File: config.mk
export PLATFORM = sky130hd
export DESIGN_NAME = cfu_l1_rr_mux
export DESIGN_NICKNAME = d
export VERILOG_FILES = /design/src/rtl/cfu_pkg.sv /design/src/rtl/rr_pkg.sv /design/src/rtl/rr_arbiter.sv /design/src/rtl/shift_reg.sv /design/src/rtl/cfu_l1_rr_mux.sv
export SDC_FILE = /design/constraint.sdc
export NUM_CORES = 1
export LEC_CHECK = 0
export ABC_CLOCK_PERIOD_IN_PS = 1800
export BUFFER_PORTS_ARGS = -buffer_cell sky130_fd_sc_hd__buf_2
export CORE_AREA = 2 2 135 137
export CTS_BUF_LIST = sky130_fd_sc_hd__clkbuf_4 sky130_fd_sc_hd__clkbuf_8
export CTS_CLUSTER_DIAMETER = 60
export DETAILED_ROUTE_END_ITERATION = 10
export DIE_AREA = 0 0 137 139
export GPL_TIMING_DRIVEN = 0
export MAX_ROUTING_LAYER = met4
export PLACE_DENSITY = 0.49
export SLEW_MARGIN = 15
export SYNTH_ARGS = -nofsm -noshare
export SYNTH_HDL_FRONTEND = slang
export SYNTH_SLANG_ARGS = --single-unit
File: constraint.sdc
create_clock -name clk -period 1.8 [get_ports clk]
set_input_delay 0.27 -clock clk [delete_from_list [all_inputs] [get_ports clk]]
set_output_delay 0.27 -clock clk [all_outputs]
set_load 0.02 [all_outputs]
File: src/rtl/cfu_pkg.sv
// Shared CFU-L1 interface types: response status and function ID.
package cfu_pkg;

    typedef enum logic [2:0] {
        CFU_OK           = 3'd0,
        CFU_ERROR_CFU    = 3'd1,
        CFU_ERROR_OFF    = 3'd2,
        CFU_ERROR_STATE  = 3'd3,
        CFU_ERROR_FUNC   = 3'd4,
        CFU_ERROR_OP     = 3'd5,
        CFU_ERROR_CUSTOM = 3'd6
    } cfu_status_t;

    typedef logic [9:0] cfid_t;

endpackage

File: src/rtl/rr_pkg.sv
// Round-robin helpers shared by arbiters: requester index type and the
// rotating first-valid pick.
package rr_pkg;

    localparam int unsigned RR_MAX_N     = 32;
    localparam int unsigned RR_IDX_MAX_W = 5;

    typedef logic [RR_IDX_MAX_W-1:0] req_idx_t;

    typedef struct packed {
        logic     found;
        req_idx_t idx;
    } rr_pick_t;

    // First valid index at or after ptr, wrapping modulo n; idx is 0 when none.
    function automatic rr_pick_t rr_pick(input logic [RR_MAX_N-1:0] valid,
                                         input req_idx_t ptr,
                                         input int unsigned n);
        rr_pick_t    res;
        int unsigned cand;
        res  = '0;
        cand = 0;
        for (int unsigned k = 0; k < RR_MAX_N; k++) begin
            cand = (32'(ptr) + k) % n;
            if (k < n && !res.found && valid[cand[RR_IDX_MAX_W-1:0]]) begin
                res.found = 1'b1;
                res.idx   = req_idx_t'(cand);
            end
        end
        return res;
    endfunction

endpackage

File: src/rtl/rr_arbiter.sv
// Round-robin arbiter: combinational grant from a rotating priority pointer,
// pointer moves past the winner whenever the grant is accepted.
module rr_arbiter
    import rr_pkg::*;
#(
    parameter int unsigned N_REQ = 2,
    parameter int unsigned IDX_W = $clog2(N_REQ)
) (
    input  logic             clk,
    input  logic             rst,
    input  logic [N_REQ-1:0] valid,
    input  logic             accept,
    output logic             found_c,
    output logic [IDX_W-1:0] grant_idx_c
);

    logic [IDX_W-1:0] ptr_q;
    logic [IDX_W-1:0] ptr_d;
    rr_pick_t         pick;

    always_comb begin
        pick        = rr_pick(RR_MAX_N'(valid), req_idx_t'(ptr_q), N_REQ);
        found_c     = pick.found;
        grant_idx_c = IDX_W'(pick.idx);
    end

    always_comb begin
        ptr_d = ptr_q;
        if (accept) begin
            ptr_d = (grant_idx_c == IDX_W'(N_REQ - 1)) ? '0 : grant_idx_c + IDX_W'(1);
        end
    end

    always_ff @(posedge clk) begin
        if (rst) begin
            ptr_q <= '0;
        end else begin
            ptr_q <= ptr_d;
        end
    end

endmodule

File: src/rtl/shift_reg.sv
// Fixed-depth enable-gated delay line; DEPTH=0 degenerates to a wire.
module shift_reg #(
    parameter int unsigned W     = 1,
    parameter int unsigned DEPTH = 1
) (
    input  logic         clk,
    input  logic         rst,
    input  logic         en,
    input  logic [W-1:0] d,
    output logic [W-1:0] q
);

    if (DEPTH == 0) begin : g_wire
        logic unused_ok;
        assign unused_ok = &{1'b0, clk, rst, en};
        assign q         = d;
    end else begin : g_pipe
        logic [W-1:0] stage_q [DEPTH];
        logic [W-1:0] stage_d [DEPTH];

        always_comb begin
            stage_d[0] = d;
            for (int unsigned i = 1; i < DEPTH; i++) begin
                stage_d[i] = stage_q[i-1];
            end
        end

        always_ff @(posedge clk) begin
            for (int unsigned i = 0; i < DEPTH; i++) begin
                if (rst) begin
                    stage_q[i] <= '0;
                end else if (en) begin
                    stage_q[i] <= stage_d[i];
                end
            end
        end

        assign q = stage_q[DEPTH-1];
    end

endmodule

File: src/rtl/cfu_l1_rr_mux.sv
// Shares one fixed-latency CFU among N_REQ requesters with round-robin issue
// and tag-steered responses. Optional CFU_L1_RR_MUX_STATE_PART_EN prefixes
// req_state with the requester index to give each requester private contexts.
module cfu_l1_rr_mux
    import cfu_pkg::*;
#(
    parameter int unsigned N_REQ          = 2,
    parameter int unsigned CFU_LATENCY    = 0,
    parameter int unsigned CFU_CFU_ID_W   = 0,
    parameter int unsigned CFU_STATE_ID_W = 1,
    parameter int unsigned CFU_FUNC_ID_W  = $bits(cfid_t),
    parameter int unsigned CFU_DATA_W     = 32,
    parameter int unsigned IDX_W          = $clog2(N_REQ),
    // A zero-width CFU ID is carried as one tied-off bit.
    localparam int unsigned CFU_ID_PW     = (CFU_CFU_ID_W == 0) ? 1 : CFU_CFU_ID_W,
`ifdef CFU_L1_RR_MUX_STATE_PART_EN
    localparam int unsigned REQ_STATE_W   = CFU_STATE_ID_W + IDX_W
`else
    localparam int unsigned REQ_STATE_W   = CFU_STATE_ID_W
`endif
) (
    input  logic                                  clk,
    input  logic                                  rst,
    input  logic                                  clk_en,
    input  logic [N_REQ-1:0]                      up_req_valid,
    output logic [N_REQ-1:0]                      up_req_ready,
    input  logic [N_REQ-1:0][CFU_ID_PW-1:0]       up_req_cfu,
    input  logic [N_REQ-1:0][CFU_STATE_ID_W-1:0]  up_req_state,
    input  logic [N_REQ-1:0][CFU_FUNC_ID_W-1:0]   up_req_func,
    input  logic [N_REQ-1:0][CFU_DATA_W-1:0]      up_req_data0,
    input  logic [N_REQ-1:0][CFU_DATA_W-1:0]      up_req_data1,
    output logic [N_REQ-1:0]                      up_resp_valid,
    output cfu_status_t [N_REQ-1:0]               up_resp_status,
    output logic [N_REQ-1:0][CFU_DATA_W-1:0]      up_resp_data,
    output logic                                  req_valid,
    output logic [CFU_ID_PW-1:0]                  req_cfu,
    output logic [REQ_STATE_W-1:0]                req_state,
    output logic [CFU_FUNC_ID_W-1:0]              req_func,
    output logic [CFU_DATA_W-1:0]                 req_data0,
    output logic [CFU_DATA_W-1:0]                 req_data1,
    input  logic                                  resp_valid,
    input  cfu_status_t                           resp_status,
    input  logic [CFU_DATA_W-1:0]                 resp_data,
    output logic                                  orphan_err
);

    logic             found;
    logic [IDX_W-1:0] grant;
    logic [IDX_W:0]   tag_in;
    logic [IDX_W:0]   tag_out;
    logic             tag_v;
    logic [IDX_W-1:0] tag_idx;
    logic             orphan_err_q;
    logic             orphan_err_d;

    rr_arbiter #(
        .N_REQ (N_REQ),
        .IDX_W (IDX_W)
    ) u_arb (
        .clk         (clk),
        .rst         (rst),
        .valid       (up_req_valid),
        .accept      (req_valid),
        .found_c     (found),
        .grant_idx_c (grant)
    );

    // Issue side: grant is 0 when idle, so the muxed fields stay defined.
    always_comb begin
        up_req_ready = '0;
        if (clk_en && !rst && found) begin
            up_req_ready[grant] = 1'b1;
        end
        req_valid = |up_req_ready;
        req_cfu   = up_req_cfu[grant];
        req_func  = up_req_func[grant];
        req_data0 = up_req_data0[grant];
        req_data1 = up_req_data1[grant];
`ifdef CFU_L1_RR_MUX_STATE_PART_EN
        req_state = {grant, up_req_state[grant]};
`else
        req_state = up_req_state[grant];
`endif
    end

    assign tag_in = {req_valid, grant};

    shift_reg #(
        .W     (IDX_W + 1),
        .DEPTH (CFU_LATENCY)
    ) u_tag_pipe (
        .clk (clk),
        .rst (rst),
        .en  (clk_en),
        .d   (tag_in),
        .q   (tag_out)
    );

    assign {tag_v, tag_idx} = tag_out;

    // Response side: status/data broadcast, valid steered by the returning tag.
    always_comb begin
        for (int unsigned i = 0; i < N_REQ; i++) begin
            up_resp_valid[i]  = !rst && resp_valid && tag_v && (tag_idx == IDX_W'(i));
            up_resp_status[i] = resp_status;
            up_resp_data[i]   = resp_data;
        end
        orphan_err_d = orphan_err_q | (resp_valid ^ tag_v);
    end

    always_ff @(posedge clk) begin
        if (rst) begin
            orphan_err_q <= 1'b0;
        end else begin
            orphan_err_q <= orphan_err_d;
        end
    end

    assign orphan_err = orphan_err_q;

endmodule

After elaboration in Yosys (flattened, before gate mapping)
Index checks and enable logic that the tools add are counted.
{"block": "word_totals", "register_bits": 2, "word_cells": 42}
{"block": "op_classes", "n_mux": 20, "reduce_logical": 11, "n_lt_le_gt_ge": 4, "bitwise_logic": 3, "addsub": 2}
{"operator": "two-way mux 32 bit", "count": 4}
{"operator": "two-way mux 10 bit", "count": 2}
{"operator": "< comparator 1 x 6 -> 1 bit (second input constant)", "count": 2}
{"operator": "two-way mux 6 bit", "count": 2}
{"operator": "two-way mux 1 bit", "count": 10}
{"operator": "logical AND 1 bit", "count": 8}
{"operator": "adder 1 bit (second input constant)", "count": 2}
{"operator": "zero test 1 bit", "count": 2}
{"operator": "< comparator 1 x 2 -> 1 bit (second input constant)", "count": 1}
{"operator": "two-way mux 2 bit", "count": 1}
{"operator": "OR reduction 2 bit", "count": 1}
{"operator": "demux 1 bit (select 1 bit)", "count": 1}
{"operator": ">= comparator 1 bit (second input constant)", "count": 1}
{"operator": "inverter 1 bit", "count": 1}
{"operator": "OR 1 bit", "count": 1}
{"operator": "XOR 1 bit", "count": 1}

Logic depth before layout (Yosys ltp)
{"block": "depth", "word_depth": 14, "ltp_mapped": 5, "ltp_nobuf": 3}

By module
From an unflattened synthesis, not the netlist that was laid out.
{"block": "hier_totals", "cells_unflattened": 173, "area_unflattened_um2": 1675.4}
{"module": "cfu_l1_rr_mux", "area_each_um2": 1594.0, "n_inst": 1, "cells_each": 165, "seq_area_each_um2": 20.0}
{"module": "rr_arbiter", "area_each_um2": 66.3, "n_inst": 1, "cells_each": 6, "seq_area_each_um2": 20.0}
{"module": "shift_reg", "area_each_um2": 15.0, "n_inst": 1, "cells_each": 2, "seq_area_each_um2": 0.0}

Least setup slack after synthesis
OpenSTA, ideal clock, no wires.
{"block": "synth_path", "path_type": "register to output", "start": "reg u_arb.ptr_q", "end": "out req_data0[21]", "path_stages_with_launch": 5, "t_arrival_ns": 1.251, "path_slack_ns": 0.279, "path_buffers": 2, "required_time_ns": 1.530, "cell_sequence": "dfxtp_1 > o21ai_4 > buf_6 > buf_6 > mux2_1"}
{"block": "synth_between", "elab_chain_len": 8}
{"item": "start: declaration", "line_no": "rr_arbiter.sv:17", "source": "logic [IDX_W-1:0] ptr_q;"}
{"item": "start signal: assignment", "line_no": "rr_arbiter.sv:38", "source": "ptr_q <= ptr_d;"}
{"item": "two-way mux 1 bit (not written as such) (2 in series)", "line_no": "rr_pkg.sv:25", "source": "if (k < n && !res.found && valid[cand[RR_IDX_MAX_W-1:0]]) begin"}
{"item": "two-way mux 6 bit", "line_no": "rr_pkg.sv:25"}
{"item": "zero test 1 bit", "line_no": "rr_pkg.sv:25"}
{"item": "logical AND 1 bit", "line_no": "rr_pkg.sv:25"}
{"item": "two-way mux 6 bit (*)", "line_no": "rr_pkg.sv:25"}
{"item": "two-way mux 32 bit (not written as such) (*) (2 in series)", "line_no": "cfu_l1_rr_mux.sv:77", "source": "req_data0 = up_req_data0[grant];"}
{"item": "end: declaration", "line_no": "cfu_l1_rr_mux.sv:39", "source": "output logic [CFU_DATA_W-1:0] req_data0,"}
Mark *: on every way between the ends. The rest lies on a longest branch, timed or not. The select of a mux whose other input is x is not followed.

Final worst setup path
{"block": "layout_path", "start": "reg u_arb.ptr_q", "end": "out req_data0[23]"}
The elaborated chain is that of the path after synthesis.

==> out/metrics.csv <==
stage,metric,value,unit
yosys,seq_area_frac_synth,2.51,%
min_path,hp-class,in -> reg,
detailed_routing,routed_wl,7350,um
detailed_routing,wl_met2,3920,um
timing,slew_headroom,85.8,%
place,portBuffers,309,
clock_tree,ctsHoldBuffers,0,
job,max_cap_violations,0,
global_routing,grt_max_degree,11,
timing,tightest_slew,211,ps
cells_and_area,fin_nets,686,
cells_and_area,final_cell_mix,"buf_2, buf_4, mux2_2, mux2_1, buf_6",
detailed_routing,drtIter0Drc,35,
detailed_routing,top_layer_used,met4,
global_routing,grt-ovfl-total,0,
detailed_routing,wl_met3,623,um
place,numPlacedInstances,712,
global_routing,grt_pass1_wl,10600,um
timing,max_freq,544,MHz
yosys,netlist_area,1590,um^2
global_routing,grt_usage,7.06,%
worst_setup_path,critPathArrivalTime,1570,ps
cells_and_area,diodes,0,
min_path,hp-start,rst,
yosys,synth.area.top_cells,"mux2_2, buf_4, mux2_1",
worst_setup_path,cp-end-kind,output port,
place,dp_hpwl,6580,um
power_and_ir_drop,p_per_area,374,nW/um^2
power_and_ir_drop,irDropWorstVdd,0.000155,V
worst_setup_path,rrSetupSlack,1050,ps
cells_and_area,instances_no_fill,720,
run_status,violations,negative setup slack,
timing,setup_viol,24,
clock_tree,clock_latency,210,ps
detailed_routing,via_count,2294,
cells_and_area,final_common_cell,buf_2,
worst_setup_path,r2r-start,u_arb.ptr_q,
cells_and_area,areaGrowthSynthToFinish,131,%
yosys,netlist-cell-type-count,16,
yosys,ys_ff_latch,2,
clock_tree,cts.sinks,2,
timing,grt_setup_unrepaired,true,
yosys,yosys_warnings,0,
clock_tree,cts_root_buf,clkbuf_8,
clock_tree,clock_path_buffers,2,
timing,fin_ws,-37.0,ps
timing,hold_viol,0,
floorplan,coreArea,17700,um^2
floorplan,dieArea,19000,um^2
cells_and_area,drive_gt1_share,93.3,%
place,place_area,3430,um^2
clock_tree,clk_pin_slew,30,ps
floorplan,start_util,9.02,%
worst_setup_path,worstSetupStartpointType,register,
timing,fin_skew,0,ps
timing,min_period,1840,ps
clock_tree,htreeDepth,1,
worst_setup_path,crit_fanout,10,
floorplan,io_pins,345,
run_status,outcome,finished with violations,
worst_setup_path,rr_worst_depth,2,
timing,fin_crit_sh,102,%
power_and_ir_drop,p_leak,2.11,nW
global_routing,antenna_found_initial,0,
place,place_ws,-219,ps
cells_and_area,fin_util,20.9,%
global_routing,grt_pass1_vias,2306,
floorplan,dieHeight,139,um
timing,timing.final.max_slew_violations,0,
yosys,synth_top_area_share,41.0,%
worst_setup_path,required,1530,ps
detailed_routing,antenna_left,0,
detailed_routing,avgViaCountPerCell,3.19,
detailed_routing,dr.pass1.iters,4,
cells_and_area,final_cell_area,3690,um^2
detailed_routing,drc_errors,0,
floorplan,rows,49,
min_path,whs_endpoint,u_arb.ptr_q,
worst_setup_path,path_class,reg -> out,
min_path,hold_depth,2,
clock_tree,cts_made_buffers,3,
yosys,syn_inst,174,
floorplan,die_width,137,um
clock_tree,tritoncts,built,
place,place.gp.congestion,0.741,
detailed_routing,wl_per_cell,10.2,um
yosys,synth_top_cell_by_area,mux2_2,
timing,fin_tns_setup,-209,ps
detailed_routing,met1_length,2740,um
yosys,synth_fp_nets,367,
yosys,syn_area_per_cell,9.15,um^2
worst_setup_path,rr_endpoint,u_arb.ptr_q,
-- report_power, final --
| group | switching (W) | total (W) | internal, W |
|---|---|---|---|
| sequential | 0.00000315 | 0.0000521 | 0.0000490 |
| combinational | 0.000561 | 0.00115 | 0.000591 |
| clock | 0.0000318 | 0.000173 | 0.000141 |
-- kinds of logic (layout without fill, tap and decap cells) --
group                  Yosys count  in the layout  synth area share, %
multiplexers                    76             76                 53.7
AND/OR/NAND/NOR                 10             10                 2.75
XOR/XNOR                         1              1                0.550
buffers and inverters           80            397                 37.9
flip-flops                       2              2                 2.51
AO/OA/AOI/OAI                    5              5                 2.51
-- how the worst max path moves through the flow --
| stage | start | to | slack, ps | cells after the start |
|---|---|---|---|---|
| 2_1_floorplan | u_arb.ptr_q | req_data0[21] | 280 | 4 |
| 3_3_place_gp | up_req_valid[0] | req_data0[23] | -240 | 7 |
| 3_5_place_dp | up_req_valid[0] | req_data0[23] | -220 | 7 |
| 4_1_cts | u_arb.ptr_q | req_data0[23] | -50 | 6 |
| 5_1_grt | u_arb.ptr_q | req_data0[23] | -100 | 6 |
| 6_report | u_arb.ptr_q | req_data0[23] | -40 | 6 |
-- cell type report --
cell class,instances,area (um^2)
multi-input combinational,92,986
clock buffer,3,41.3
tap,229,287
timing repair buffer,315,1700
buffer,77,627
inverter,2,7.51
sequential,2,41.3
fill,1974,14000
-- synth_stat cells --
cell type / instances
a21oi_1: 2
mux2_2: 58
dfxtp_1: 2
nand2b_1: 1
inv_1: 1
o21ai_0: 1
inv_2: 1
buf_6: 3
buf_4: 75
o21ai_4: 1
mux2_1: 18
nand2_1: 2
xor2_1: 1
nand3b_1: 1
a311oi_1: 1
nor2_1: 6
-- worst max-delay path: stages (launching register included) --
cell	delay [ps]
dfxtp_2	330
o21ai_4	150
buf_6	130
buf_8	110
buf_8	130
mux2_1	340
buf_2	170
-- metrics by stage --
stage	hold WS, ps	total power [W]
after global routing	266	0.00146
after detailed placement	439	0.00113
after CTS	252	0.00139
final	261	0.00138
after floorplan	339	0.000721
after global placement	434	0.00113
-- state kept, by name, summed over array words and instances, names as in the netlist --
signal / flops
u_arb.ptr_q: 1
orphan_err: 1
-- metal layers --
| metal | up-vias | GRT usage (%) |
|---|---|---|
| met5 | - | - |
| met4 | 0 | 1.79 |
| met3 | 4 | 1.10 |
| met2 | 154 | 13.4 |
| met1 | 974 | 7.47 |
| li1 | 1162 | - |
-- repair_timing --
action                                  4_1_cts  5_1_grt
gates cloned                                  1        0
pin swaps                                     1        0
resized for setup                            41        4
endpoints found under the setup margin       78       76
hold endpoints to repair                      0        0
buffers inserted                              5        0
No activity file was read; power rests on OpenSTA's default activity.
